<file path="config.mk">
export PLATFORM = sky130hd
export DESIGN_NAME = lcd_frame_reader_flat
export DESIGN_NICKNAME = d
export VERILOG_FILES = /design/src/rtl/lcd_frame_reader_if.sv /design/src/rtl/lcd_frame_reader.sv /design/src/flat_wrapper.sv
export SDC_FILE = /design/constraint.sdc
export NUM_CORES = 1
export LEC_CHECK = 0
export ABC_AREA = 1
export CAP_MARGIN = 20
export CORE_MARGIN = 3
export CORE_UTILIZATION = 45
export CTS_CLUSTER_SIZE = 14
export DETAILED_ROUTE_END_ITERATION = 12
export PLACE_DENSITY_LB_ADDON = 0.1
export SLEW_MARGIN = 20
export SYNTH_ARGS = -nofsm -noshare
export SYNTH_HDL_FRONTEND = slang
export SYNTH_SLANG_ARGS = --single-unit
</file>
<file path="constraint.sdc">
create_clock -name clk -period 1.98 [get_ports clk]
set_input_delay 0.495 -clock clk [delete_from_list [all_inputs] [get_ports clk]]
set_output_delay 0.495 -clock clk [all_outputs]
set_load 0.02 [all_outputs]
</file>
<file path="src/rtl/lcd_frame_reader_if.sv">
// Pixel-path bundle between lcd_frame_reader (master), the SDRAM read-port FIFO and the LCD panel.
interface lcd_frame_reader_if #(
    parameter int unsigned DATA_W = 16
);
    logic              sdram_init_done;
    logic [DATA_W-1:0] rd_data;
    logic              rd_en;
    logic              rd_load;
    logic              sdram_read_valid;
    logic              lcd_hs;
    logic              lcd_vs;
    logic              lcd_de;
    logic [DATA_W-1:0] lcd_data;
    logic [7:0]        frame_cnt;

    modport master (
        input  sdram_init_done,
        input  rd_data,
        output rd_en,
        output rd_load,
        output sdram_read_valid,
        output lcd_hs,
        output lcd_vs,
        output lcd_de,
        output lcd_data,
        output frame_cnt
    );

    modport slave (
        output sdram_init_done,
        output rd_data,
        input  rd_en,
        input  rd_load,
        input  sdram_read_valid,
        input  lcd_hs,
        input  lcd_vs,
        input  lcd_de,
        input  lcd_data,
        input  frame_cnt
    );
endinterface

</file>
<file path="src/rtl/lcd_frame_reader.sv">
// LCD timing generator streaming pixels from the SDRAM read FIFO.
// Define LCD_TEST_PATTERN_EN to replace FIFO pixels with 8 vertical colour bars.
module lcd_frame_reader #(
    parameter int unsigned DATA_W  = 16,
    parameter int unsigned H_SYNC  = 128,
    parameter int unsigned H_BACK  = 88,
    parameter int unsigned H_DISP  = 800,
    parameter int unsigned H_FRONT = 40,
    parameter int unsigned V_SYNC  = 2,
    parameter int unsigned V_BACK  = 33,
    parameter int unsigned V_DISP  = 480,
    parameter int unsigned V_FRONT = 10
) (
    input  logic clk,
    input  logic rst,
    lcd_frame_reader_if.master bus
);

    localparam int unsigned H_TOTAL     = H_SYNC + H_BACK + H_DISP + H_FRONT;
    localparam int unsigned V_TOTAL     = V_SYNC + V_BACK + V_DISP + V_FRONT;
    localparam int unsigned H_W         = $clog2(H_TOTAL);
    localparam int unsigned V_W         = $clog2(V_TOTAL);
    localparam int unsigned H_ACT_START = H_SYNC + H_BACK;
    localparam int unsigned H_ACT_END   = H_ACT_START + H_DISP;
    localparam int unsigned V_ACT_START = V_SYNC + V_BACK;
    localparam int unsigned V_ACT_END   = V_ACT_START + V_DISP;

    typedef enum logic {
        WAIT_INIT = 1'b0,
        RUN       = 1'b1
    } state_t;

    state_t            state_q;
    logic [H_W-1:0]    h_cnt_q, h_cnt_d;
    logic [V_W-1:0]    v_cnt_q, v_cnt_d;
    logic [7:0]        frame_cnt_q, frame_cnt_d;
    logic              rd_load_q;
    logic              lcd_hs_q;
    logic              lcd_vs_q;
    logic              lcd_de_q;

    logic [31:0]       h_pos;
    logic [31:0]       v_pos;
    logic              run;
    logic              h_last;
    logic              v_last;
    logic              in_hsync;
    logic              in_vsync;
    logic              h_active;
    logic              v_active;
    logic              active;

    assign h_pos    = 32'(h_cnt_q);
    assign v_pos    = 32'(v_cnt_q);
    assign run      = (state_q == RUN);
    assign h_last   = (h_pos == H_TOTAL - 1);
    assign v_last   = (v_pos == V_TOTAL - 1);
    assign in_hsync = (h_pos < H_SYNC);
    assign in_vsync = (v_pos < V_SYNC);
    assign h_active = (h_pos >= H_ACT_START) && (h_pos < H_ACT_END);
    assign v_active = (v_pos >= V_ACT_START) && (v_pos < V_ACT_END);
    assign active   = run && h_active && v_active;

    // Counters only advance in RUN, so the first frame starts cleanly at 0/0.
    always_comb begin
        h_cnt_d     = h_cnt_q;
        v_cnt_d     = v_cnt_q;
        frame_cnt_d = frame_cnt_q;
        if (run) begin
            if (h_last) begin
                h_cnt_d = '0;
                if (v_last) begin
                    v_cnt_d     = '0;
                    frame_cnt_d = frame_cnt_q + 8'd1;
                end else begin
                    v_cnt_d = v_cnt_q + 1'b1;
                end
            end else begin
                h_cnt_d = h_cnt_q + 1'b1;
            end
        end
    end

    always_ff @(posedge clk) begin
        if (rst) begin
            state_q     <= WAIT_INIT;
            h_cnt_q     <= '0;
            v_cnt_q     <= '0;
            frame_cnt_q <= '0;
            rd_load_q   <= 1'b0;
            lcd_hs_q    <= 1'b1;
            lcd_vs_q    <= 1'b1;
            lcd_de_q    <= 1'b0;
        end else begin
            case (state_q)
                WAIT_INIT: state_q <= bus.sdram_init_done ? RUN : WAIT_INIT;
                RUN:       state_q <= RUN;
                default:   state_q <= WAIT_INIT;
            endcase
            h_cnt_q     <= h_cnt_d;
            v_cnt_q     <= v_cnt_d;
            frame_cnt_q <= frame_cnt_d;
            rd_load_q   <= run && in_vsync;
            lcd_hs_q    <= !(run && in_hsync);
            lcd_vs_q    <= !(run && in_vsync);
            lcd_de_q    <= active;
        end
    end

    assign bus.rd_load   = rd_load_q;
    assign bus.lcd_hs    = lcd_hs_q;
    assign bus.lcd_vs    = lcd_vs_q;
    assign bus.lcd_de    = lcd_de_q;
    assign bus.frame_cnt = frame_cnt_q;

`ifdef LCD_TEST_PATTERN_EN
    localparam logic [H_W-1:0] H_ACT_START_C = H_ACT_START[H_W-1:0];
    localparam logic [H_W+2:0] H_DISP_C      = H_DISP[H_W+2:0];

    logic [H_W+2:0]    h_off_x8;
    logic [H_W+2:0]    bar_idx;
    logic              pat_bit;
    logic [DATA_W-1:0] pat_word;
    logic [DATA_W-1:0] lcd_data_q;
    logic              unused_bits;

    // Bar index = offset*8/H_DISP; odd bars are all-ones, even bars all-zeros.
    assign h_off_x8    = {h_cnt_q - H_ACT_START_C, 3'b000};
    assign bar_idx     = h_off_x8 / H_DISP_C;
    assign pat_bit     = bar_idx[0];
    assign unused_bits = ^{bar_idx[H_W+2:1], bus.rd_data};

    for (genvar gi = 0; gi < DATA_W; gi++) begin : g_pat
        assign pat_word[gi] = pat_bit;
    end

    always_ff @(posedge clk) begin
        if (rst) begin
            lcd_data_q <= '0;
        end else begin
            lcd_data_q <= active ? pat_word : '0;
        end
    end

    assign bus.rd_en            = 1'b0;
    assign bus.sdram_read_valid = 1'b0;
    assign bus.lcd_data         = lcd_data_q;
`else
    logic              read_valid_q;
    logic [DATA_W-1:0] pix_data;

    always_ff @(posedge clk) begin
        if (rst) begin
            read_valid_q <= 1'b0;
        end else begin
            read_valid_q <= run && !in_vsync;
        end
    end

    // rd_data is already the FIFO's registered output one clk after rd_en,
    // so gating it with the delayed data enable keeps pixel and DE aligned.
    for (genvar gi = 0; gi < DATA_W; gi++) begin : g_pix
        assign pix_data[gi] = lcd_de_q & bus.rd_data[gi];
    end

    assign bus.rd_en            = active;
    assign bus.sdram_read_valid = read_valid_q;
    assign bus.lcd_data         = pix_data;
`endif

endmodule
</file>
<file path="src/flat_wrapper.sv">
// flat-port wrapper written by rule: the top's interface ports become plain ports
module lcd_frame_reader_flat 
#(
    parameter int unsigned DATA_W  = 16,
    parameter int unsigned H_SYNC  = 128,
    parameter int unsigned H_BACK  = 88,
    parameter int unsigned H_DISP  = 800,
    parameter int unsigned H_FRONT = 40,
    parameter int unsigned V_SYNC  = 2,
    parameter int unsigned V_BACK  = 33,
    parameter int unsigned V_DISP  = 480,
    parameter int unsigned V_FRONT = 10
)
  (clk, rst, bus_sdram_init_done, bus_rd_data, bus_rd_en, bus_rd_load, bus_sdram_read_valid, bus_lcd_hs, bus_lcd_vs, bus_lcd_de, bus_lcd_data, bus_frame_cnt);
  lcd_frame_reader_if #(.DATA_W(DATA_W)) bus_i ();
  input  logic clk;
  input  logic rst;
  input wire logic [$bits(bus_i.sdram_init_done)-1:0] bus_sdram_init_done;
  input wire logic [$bits(bus_i.rd_data)-1:0] bus_rd_data;
  output wire logic [$bits(bus_i.rd_en)-1:0] bus_rd_en;
  output wire logic [$bits(bus_i.rd_load)-1:0] bus_rd_load;
  output wire logic [$bits(bus_i.sdram_read_valid)-1:0] bus_sdram_read_valid;
  output wire logic [$bits(bus_i.lcd_hs)-1:0] bus_lcd_hs;
  output wire logic [$bits(bus_i.lcd_vs)-1:0] bus_lcd_vs;
  output wire logic [$bits(bus_i.lcd_de)-1:0] bus_lcd_de;
  output wire logic [$bits(bus_i.lcd_data)-1:0] bus_lcd_data;
  output wire logic [$bits(bus_i.frame_cnt)-1:0] bus_frame_cnt;
  assign bus_i.sdram_init_done = bus_sdram_init_done;
  assign bus_i.rd_data = bus_rd_data;
  assign bus_rd_en = bus_i.rd_en;
  assign bus_rd_load = bus_i.rd_load;
  assign bus_sdram_read_valid = bus_i.sdram_read_valid;
  assign bus_lcd_hs = bus_i.lcd_hs;
  assign bus_lcd_vs = bus_i.lcd_vs;
  assign bus_lcd_de = bus_i.lcd_de;
  assign bus_lcd_data = bus_i.lcd_data;
  assign bus_frame_cnt = bus_i.frame_cnt;
  lcd_frame_reader #(.DATA_W(DATA_W), .H_SYNC(H_SYNC), .H_BACK(H_BACK), .H_DISP(H_DISP), .H_FRONT(H_FRONT), .V_SYNC(V_SYNC), .V_BACK(V_BACK), .V_DISP(V_DISP), .V_FRONT(V_FRONT)) u_core (.clk(clk), .rst(rst), .bus(bus_i));
endmodule
</file>
**Word level (Yosys, flattened, before mapping)**

Cells that the tools add are included.

- Reductions and logical operators: 12
- Multiplexer cells: 4
- $lt $le $gt $ge: 6
- Add/sub/neg operators: 3
- Bitwise operators: 17
- Eq/ne operators: 2

Operator list:

| cell | number |
|---|---|
| 1-bit bitwise AND | 16 |
| 11-bit by 1-bit adder with 11-bit output, second input constant | 1 |
| 11-bit == test, second input constant | 1 |
| 11-bit by 8-bit >= comparator with 1-bit output, second input constant | 1 |
| 11-bit by 10-bit < comparator with 1-bit output, second input constant | 1 |
| 11-bit by 8-bit < comparator with 1-bit output, second input constant | 1 |
| 11-bit two-way mux | 1 |
| 10-bit by 1-bit adder with 10-bit output, second input constant | 1 |
| 10-bit == test, second input constant | 1 |
| 10-bit by 6-bit >= comparator with 1-bit output, second input constant | 1 |
| 10-bit < comparator, second input constant | 1 |
| 10-bit by 2-bit < comparator with 1-bit output, second input constant | 1 |
| 10-bit two-way mux | 1 |
| 8-bit by 1-bit adder with 8-bit output, second input constant | 1 |
| 1-bit logical AND | 7 |
| 1-bit logical NOT | 3 |
| 3-bit AND reduction | 1 |
| 1-bit one-hot mux with 2 select lines | 1 |
| 2-bit AND reduction | 1 |
| 1-bit two-way mux | 1 |
| 1-bit inverter | 1 |

- Bits of input ports: 19
- Logic and storage cells: 53
- Flip-flop bits (word level): 35
- Output and inout port bits: 30

**Logic depth before layout (Yosys ltp)**

- Word-level depth: 4
- Depth in mapped cells: 10
- Mapped depth without buffers: 10

**Least setup slack after synthesis**

Ideal clock, no wire load.

- Path type: reg-to-output
- Start: reg u_core.lcd_de_q, in the netlist u_core.bus.lcd_de
- End: out bus_lcd_data[10]
- Slack: 337 ps
- Data arrival time: 1148 ps
- Data required time: 1485 ps
- Cell stages (with the launch flop): 5
- Path buffers: 2
- Path through: dfxtp_1 > clkbuf_1 > clkbuf_1 > nand2_1 > inv_1

- Word-level cells in the longest chain between the ends: 1

RTL lines:

| what | RTL line | source |
|---|---|---|
| from (decl) | lcd_frame_reader.sv:40 | `logic lcd_de_q;` |
| from (signal assigned) | lcd_frame_reader.sv:106 | `lcd_de_q <= active;` |
| 1-bit bitwise AND | lcd_frame_reader.sv:163 | `assign pix_data[gi] = lcd_de_q & bus.rd_data[gi];` |
| to (decl) | flat_wrapper.sv:26 | `output wire logic [$bits(bus_i.lcd_data)-1:0] bus_lcd_data;` |

No other way between the ends.

**Worst setup path after layout**

- Start: reg u_core.lcd_de_q, in the netlist u_core.bus.lcd_de
- End: out bus_lcd_de

RTL lines:

| what | RTL line | source |
|---|---|---|
| to (decl) | flat_wrapper.sv:25 | `output wire logic [$bits(bus_i.lcd_de)-1:0] bus_lcd_de;` |

No word-level cell between the ends.

==> flow_summary.ini <==
[run_status]
status = complete, no violations

[cts]
numCtsBuffers = 5
cts_root_buf = clkbuf_8
insertion_delay_ns = 0.28
postCtsHoldBufs = 0
ctsHtreeMaxLevel = 2
path_clk_slew_ns = 0.06
cts_tree = yes
clock_sinks = 35
cts.path.max_buffers = 2

[critical_path]
critical_path.cell_chain = buf_4, clkdlybuf4s50_1
path_max_fanout = 17
worst_ep_required_time_ns = 1.48
cp-start-kind = flip-flop
slowest_delay_ns = 0.62
path_class = reg2out
critPathCaptureType = output pin
cp_slowest_cell = clkdlybuf4s50_1
crit_arrival_ns = 1.40

[final_layout]
fillerInstances = 388
fin_nets = 429
stdcell_count = 454
drive_gt1_share_pct = 14.9
syn2layout_area_growth_pct = 39.4
diodes = 0

[placement]
dp.cells = 447
io_buffers = 48
dp_slack_ns = -0.181
gp_congestion = 0.877
dp_hpwl_mm = 4.05

[power_and_ir_drop]
total_power_mw = 1.29
p_per_area_mw_per_mm2 = 449
clockPowerShare_pct = 35.6
power_switching_mw = 0.283
p_seq_share_pct = 56.0
power_frac_comb_pct = 8.4
internal-power_mw = 1.01
p_sw_share_pct = 21.9
p_leak_nw = 1.55
ir_worst_vdd_mv = 0.368

[die]
dieHeight_um = 73.7
coreArea_mm2 = 0.00420
die_area_mm2 = 0.00543
pin_count = 49
placementRows = 23
fp.dieW_um = 73.7
initial_utilization_pct = 49.1

[synth]
synth-simple-area-share_pct = 42.8
synth_adder_area_share_pct = 3.03
synth_top_family_by_area = simple AND/OR/NAND/NOR gates
syn_area_mm2 = 0.00206
synthMuxAreaShare_pct = 0
synthCells = 325
synth_xor_area_share_pct = 0.849
synth_compound_area_share_pct = 6.61
yosys_warnings = 0
ys_types = 33
ys_seq_area_share_pct = 34.0
synth_nets = 349
syn_avg_cell_area_um2 = 6.35
ys_seq_elements = 35

[sta]
final_max_slew_viol_count = 0
hold_viol = 0
relSlewSlack_pct = 77.5
rsz0062_at_grt = true
fin_skew_ns = 0.00295
worstMarginPinSlew_ns = 0.335
worst_slack_ns = 0.0830
holdWs_ns = 0.472
min_period_ns = 1.90
fmax_mhz = 527
period_share_pct = 95.8
setup_viol = 0

[global_routing]
grt-ovfl-total = 0
grt_pass1_wl_mm = 8.43
grt_pass1_vias = 1916
grt_usage_pct = 19.7
antenna_found_initial = 0
grt_max_degree = 18

[drt]
drtPass1Iterations = 4
vias_per_cell = 4.79
wl_met2_mm = 2.30
vias = 2174
routed_wl_mm = 5.11
wl_met3_um = 412
drt_iter0_drc = 87
ant_nets = 0
remaining_drc_errors = 0
top_layer_used = met4
routedWlPerCell_um = 11.3
drt-met1-wl_mm = 2.35

[hold_path]
min_path_type = reg2reg

[run]
cap_violations = 0
## per-stage QoR
step / setup TNS, ns / instance area (um^2) / utilization [%]
6_report: 0 / 2880 / 68.4
5_1_grt: -0.0103 / 2880 / 68.4
4_1_cts: 0 / 2840 / 67.5
3_5_place_dp: -2.72 / 2790 / 66.3
3_3_place_gp: -2.56 / 2790 / 66.3
2_1_floorplan: 0 / 2060 / -
## cell type report
cell class	instances	area [um^2]	share of cell area, %
clock buffers	6	72.6	2.52
inverters	57	219	7.62
repair buffers	79	694	24.2
flip-flops and latches	35	703	24.5
multi-input cells	227	1120	39.1
well taps	50	62.6	2.18
## power groups by stage
stage / combinational, mW / clock (mW) / sequential, mW
3_3_place_gp: 0.107 / 0 / 0.738
6_report: 0.108 / 0.459 / 0.723
3_5_place_dp: 0.109 / 0 / 0.739
4_1_cts: 0.109 / 0.480 / 0.723
5_1_grt: 0.117 / 0.510 / 0.723
2_1_floorplan: 0.0469 / 0 / 0.741
## routing by layer
metal | vias to the layer above | GRT usage (%)
li1 | 1166 | -
met1 | 938 | 25.4
met2 | 65 | 32.6
met3 | 5 | 5.34
met4 | 0 | 4.83
met5 | - | 0
## cells in the mapped netlist (all sizes together)
| master | count | area (um^2) |
|---|---|---|
| nand2 | 92 | 365 |
| nor2 | 56 | 258 |
| inv | 55 | 209 |
| dfxtp | 35 | 701 |
| nand3 | 21 | 115 |
| o21ai | 13 | 65.1 |
| nor3 | 12 | 60.1 |
| a21oi | 10 | 50.1 |
| nand4 | 9 | 56.3 |
| ha | 5 | 62.6 |
| buf | 4 | 38.8 |
| clkbuf | 2 | 7.51 |
| clkinv | 2 | 7.51 |
| nor3b | 2 | 15.0 |
| a21o | 1 | 7.51 |
| nand3b | 1 | 7.51 |
| o21bai | 1 | 7.51 |
| o22ai | 1 | 6.26 |
| or2 | 1 | 6.26 |
| xnor2 | 1 | 8.76 |
| xor2 | 1 | 8.76 |
## flip-flops by register name, summed over array words and instances, names as in the netlist
register                     cells
u_core.bus.lcd_hs                1
u_core.bus.rd_load               1
u_core.bus.sdram_read_valid      1
u_core.bus.lcd_vs                1
u_core.run                       1
u_core.h_cnt_q                  11
u_core.v_cnt_q                  10
u_core.bus.frame_cnt             8
u_core.bus.lcd_de                1
## worst max-delay path, delay by kind of cell, from the launching register on
kind     cells  cell delay (ns)
flops        1             0.31
buf+inv      2             0.81
## path summary, 6_finish.rpt
kind	slack, ns	depth (start not counted)	from	end
worst max-delay path	0.08	2	u_core.bus.lcd_de$_SDFF_PP0_	bus_lcd_de
worst min-delay path	0.47	2	u_core.h_cnt_q[10]$_SDFFE_PP0P_	u_core.bus.lcd_hs$_SDFF_PP1_
worst max register to register	0.25	10	u_core.h_cnt_q[1]$_SDFFE_PP0P_	u_core.v_cnt_q[2]$_SDFFE_PP0P_
worst min register to register	0.47	2	u_core.h_cnt_q[10]$_SDFFE_PP0P_	u_core.bus.lcd_hs$_SDFF_PP1_
## cells in the final DEF, fill, tap and decap left out
master	count
nor2_8	2
buf_6	1
nand2_1	88
a21oi_2	1
inv_4	2
clkdlybuf4s50_1	31
dfxtp_2	2
a21oi_1	9
xor2_1	1
nand4_1	9
nor3b_1	2
ha_4	1
a21o_1	1
dlygate4sd2_1	16
nor2_1	49
ha_1	4
nor3_1	12
dfxtp_1	33
or2_2	1
o22ai_1	1
buf_4	31
clkbuf_1	1
nor2_2	4
nand2_4	2
o21ai_0	9
xnor2_1	1
nand3_1	18
nand3_2	3
o21ai_1	4
inv_1	51
clkinv_1	2
clkbuf_8	5
nand2_2	2
o21bai_1	1
nand3b_1	1
inv_2	2
nor2_4	1
## timing repair
item / 4_1_cts / 5_1_grt
pin swaps: 0 / 3
setup endpoints to repair: 17 / 1
setup buffers: 0 / 1
gates resized for setup: 21 / 10
## cells by family (layout without fill, tap and decap cells)
logic type      after synthesis  in the layout
simple gates                194            194
buf+inv                      63            142
fa+ha+maj                     5              5
xor+xnor                      2              2
compound gates               26             26
flops                        35             35
No activity file was read; power rests on OpenSTA's default activity.
